### config.mk
export PLATFORM = sky130hd
export DESIGN_NAME = alu_rr_scheduler
export DESIGN_NICKNAME = d
export VERILOG_FILES = /design/src/rtl/alu_rr_scheduler.sv
export SDC_FILE = /design/constraint.sdc
export NUM_CORES = 1
export LEC_CHECK = 0
export BUFFER_PORTS_ARGS = -buffer_cell sky130_fd_sc_hd__buf_2
export CAP_MARGIN = 20
export CELL_PAD_IN_SITES_DETAIL_PLACEMENT = 0
export CELL_PAD_IN_SITES_GLOBAL_PLACEMENT = 1
export CORE_MARGIN = 2
export CORE_UTILIZATION = 32
export CTS_CLUSTER_DIAMETER = 30
export DETAILED_ROUTE_END_ITERATION = 6
export MAX_ROUTING_LAYER = met4
export PLACE_DENSITY = 0.83
export SLEW_MARGIN = 0
export SYNTH_ARGS = -nofsm -noshare
export SYNTH_HDL_FRONTEND = slang
export SYNTH_SLANG_ARGS = --single-unit
export TNS_END_PERCENT = 10
### constraint.sdc
create_clock -name clk -period 3 [get_ports clk]
set_input_delay 0.15 -clock clk [delete_from_list [all_inputs] [get_ports clk]]
set_output_delay 0.15 -clock clk [all_outputs]
set_load 0.05 [all_outputs]
### src/rtl/alu_rr_scheduler.sv
// alu_rr_scheduler: round-robin shared AND/OR/XOR/ADD datapath for two valid/ready requesters
// with a single-entry tagged response register.
module alu_rr_scheduler #(
    parameter int WIDTH = 4
) (
    input  logic             clk,
    input  logic             rst,
    input  logic             req0_valid,
    output logic             req0_ready,
    input  logic [1:0]       req0_op,
    input  logic [WIDTH-1:0] req0_a,
    input  logic [WIDTH-1:0] req0_b,
    input  logic             req1_valid,
    output logic             req1_ready,
    input  logic [1:0]       req1_op,
    input  logic [WIDTH-1:0] req1_a,
    input  logic [WIDTH-1:0] req1_b,
    output logic             rsp_valid,
    input  logic             rsp_ready,
    output logic             rsp_id,
    output logic [WIDTH-1:0] rsp_data,
    output logic             rsp_carry
);
    typedef enum logic {EMPTY, FULL} state_t;
    state_t state, state_next;
    logic last_grant, slot_free, grant, xfer, carry;
    logic [1:0] sel_op;
    logic [WIDTH-1:0] sel_a, sel_b, result;
    always_ff @(posedge clk) begin
        if (rst) state <= EMPTY;
        else state <= state_next;
    end
    always_comb begin
        state_next = state;
        if (xfer) state_next = FULL;
        else if (state == FULL && rsp_ready) state_next = EMPTY;
    end
    always_comb begin
        rsp_valid = (state == FULL);
    end
    // A draining slot can accept a new op in the same cycle.
    always_comb begin
        slot_free  = (state == EMPTY) | rsp_ready;
        xfer       = !rst & slot_free & (req0_valid | req1_valid);
        grant      = (req0_valid & req1_valid) ? !last_grant : (req1_valid & !req0_valid);
        req0_ready = xfer & !grant;
        req1_ready = xfer & grant;
    end
    always_comb begin
        sel_op = grant ? req1_op : req0_op;
        sel_a  = grant ? req1_a : req0_a;
        sel_b  = grant ? req1_b : req0_b;
        {carry, result} = (sel_op == 2'b00) ? {1'b0, sel_a & sel_b} :
                          (sel_op == 2'b01) ? {1'b0, sel_a | sel_b} :
                          (sel_op == 2'b10) ? {1'b0, sel_a ^ sel_b} :
                                              {1'b0, sel_a} + {1'b0, sel_b};
    end
    always_ff @(posedge clk) begin
        if (rst) begin
            rsp_id     <= 1'b0;
            rsp_data   <= '0;
            rsp_carry  <= 1'b0;
            last_grant <= 1'b1;
        end else if (xfer) begin
            rsp_id     <= grant;
            rsp_data   <= result;
            rsp_carry  <= carry;
            last_grant <= grant;
        end
    end
endmodule
==> results.json <==
{
  "outcome": "completed",
  "grt_max_degree": 16,
  "clock.fmax_ghz": 0.4311,
  "vias": 774,
  "synth_seq_cells": 8,
  "first_iter_violations": 9,
  "cts_made_buffers": 3,
  "ant_nets": 0,
  "cts-htree-levels": 1,
  "period_share_pct": 77.32,
  "clk_pin_slew_ns": 0.06,
  "rsz0062_at_grt": "false",
  "worst_slew_pin_slew_ns": 0.6620,
  "crit_fanout": 12,
  "hold_path_depth": 2,
  "min_path_type": "in -> reg",
  "grt_overflow": 0,
  "worstPathArrival_ns": 2.47,
  "finClkSkew_ns": 0.002136,
  "synth_area_um2": 764.5,
  "required_ns": 3.15,
  "postCtsHoldBufs": 0,
  "cts_tree": "built",
  "maxCapViolCount": 0,
  "area_delta_synth_final_pct": 29.95,
  "async_flop_share_pct": 0,
  "path_cells": "a21boi_4, mux2_2, ha_1, inv_1, fa_1, inv_1, a21o_1, a21oi_1, nor4_1, a31o_2",
  "cpPeakStageDelay_ns": 0.40,
  "gp_congestion": 0.7835,
  "synthFlopType": "dfxtp_1",
  "io_buffers": 33,
  "cts_resized": 0,
  "yosysWarnings": 0,
  "avgSynthCellArea_um2": 8.401,
  "nFillCells": 239,
  "ff2ff_setup_slack_ns": 0.68,
  "power.density_nw_per_um2": 399.4,
  "cp-end-kind": "flop",
  "tns_ns": 0,
  "finalMaxSlewViolations": 0,
  "min_period_ns": 2.320,
  "antenna_found_initial": 0,
  "dieArea_um2": 2796,
  "cp-start-kind": "flop",
  "root_buffer": "clkbuf_4",
  "clk_latency_ns": 0.26,
  "nNetsFinal": 163,
  "cp_common_cell": "inv_1",
  "syn_nets": 125,
  "worstRegToRegCells": 10,
  "timing.slew.headroom_pct": 54.61,
  "core-area_um2": 2233,
  "floorplan.rows": 17,
  "slowest_stage": "mux2_2",
  "crit_type": "reg -> reg",
  "setup_violations": 0,
  "layout-drive-gt1-share_pct": 37.80,
  "cts_buffer_depth": 2,
  "io-pin-count": 34,
  "p_leak_nw": 0.5113,
  "die_h_um": 52.88,
  "post_cts_buffers": 0,
  "final-hold-violation-count": 0,
  "grt_pass1_vias": 697,
  "placed_cell_area_um2": 970.9,
  "ys_types": 29,
  "die_x_um": 52.88,
  "ir_worst_vdd_mv": 0.2923,
  "drc": 0,
  "grt_pass1_wl_um": 3001,
  "diodes": 0,
  "synth_edf_count": 0,
  "grt_usage_pct": 14.68,
  "vias_per_cell": 4.994,
  "dr.pass1.iters": 4,
  "ys_seq_area_share_pct": 20.95,
  "clock_sinks": 8,
  "start_util_pct": 34.23,
  "wl_per_cell_um": 11.52,
  "fin_area_um2": 993.5,
  "synth_cells": 91,
  "post-dp-hpwl_um": 1473,
  "wirelength_um": 1785
}
==> cell usage in the layout, fill, tap and decap left out, types with 2 or more instances in the layout <==
cell / n
a21o_1: 2
nand2b_1: 2
buf_4: 2
mux2_2: 7
clkbuf_4: 3
mux2i_1: 6
o211ai_1: 2
dfxtp_1: 8
o21ai_0: 4
inv_1: 12
nor2b_1: 2
nor2_1: 6
nand3_1: 4
nor4_1: 2
nor3_1: 3
ha_1: 8
nor3b_1: 2
a21oi_1: 8
buf_2: 33
==> flip-flops by register name (all words and copies together) (netlist names) <==
signal / flops
last_grant: 1
rsp_carry: 1
rsp_data: 4
rsp_id: 1
rsp_valid: 1
==> worst max-delay path: cells and delay by family, from the launching register on <==
| kind | cells | cell delay (ns) |
|---|---|---|
| adder cells (fa/ha/maj) | 2 | 0.40 |
| buffers and inverters | 2 | 0.13 |
| flip-flops | 1 | 0.33 |
| AO/OA/AOI/OAI | 4 | 0.90 |
| AND/OR/NAND/NOR | 1 | 0.06 |
| multiplexers | 1 | 0.40 |
==> metal layers <==
metal / GRT usage (%) / vias to the layer above / wire length (µm)
met5: - / - / 0
met4: 5.128 / 0 / 29
met3: 2.542 / 5 / 96
met2: 24.17 / 18 / 855
met1: 18.10 / 349 / 804
li1: - / 402 / -
==> cell type report <==
| type | instances | area, µm² | area share [%] |
|---|---|---|---|
| clock buffer | 3 | 22.52 | 2.267 |
| sequential | 8 | 160.2 | 16.12 |
| tap | 28 | 35.03 | 3.526 |
| inverter | 12 | 45.04 | 4.534 |
| multi-input combinational | 69 | 550.5 | 55.42 |
| timing repair buffer | 35 | 180.2 | 18.14 |
==> report_power, final <==
group,total (mW),internal (mW),switching [mW]
Sequential,0.125,0.118,0.00616
Clock,0.0848,0.0459,0.0389
Combinational,0.187,0.0726,0.115
==> path summary, 6_finish.rpt <==
check	to	from
worst max-delay path	rsp_carry	last_grant
worst min-delay path	rsp_valid	rst
worst max register to register	rsp_carry	last_grant
worst min register to register	rsp_data[2]	rsp_data[2]
==> stage by stage <==
| step | hold slack [ns] | worst slack [ns] | utilization [%] | total power, mW | cells |
|---|---|---|---|---|---|
| final | 0.07225 | 0.6803 | 44.48 | 0.3968 | 155 |
| after global routing | 0.06878 | 0.4924 | 44.48 | 0.4240 | 155 |
| after global placement | 0.3403 | 0.7385 | 43.47 | 0.3111 | 152 |
| after CTS | 0.06404 | 0.6489 | 44.48 | 0.4006 | 155 |
| after floorplan | 0.2191 | 0.7412 | - | 0.2626 | 91 |
| after detailed placement | 0.3411 | 0.6627 | 43.47 | 0.3158 | 152 |
==> cell families (layout without fill, tap and decap cells) <==
group / after synthesis / in the layout / synth area share [%]
fa+ha+maj: 9 / 9 / 15.71
flops: 8 / 8 / 20.95
mux: 14 / 14 / 19.97
simple gates: 23 / 23 / 16.04
buf+inv: 14 / 50 / 7.036
compound gates: 23 / 23 / 20.29
==> cells in the mapped netlist, drive strengths merged (2+ instances only) <==
cell type	instances	area, µm²
nor3	3	15.01
nand3	4	20.02
inv	12	45.04
dfxtp	8	160.2
o211ai	2	15.01
nor2	6	22.52
nand2b	2	12.51
a21o	2	15.01
o21ai	5	25.02
nor2b	2	12.51
a21oi	8	40.04
nor3b	2	15.01
ha	8	100.1
mux2	7	78.83
nor4	2	12.51
mux2i	7	73.82
Note: power is estimated with default switching activity, not from simulation.
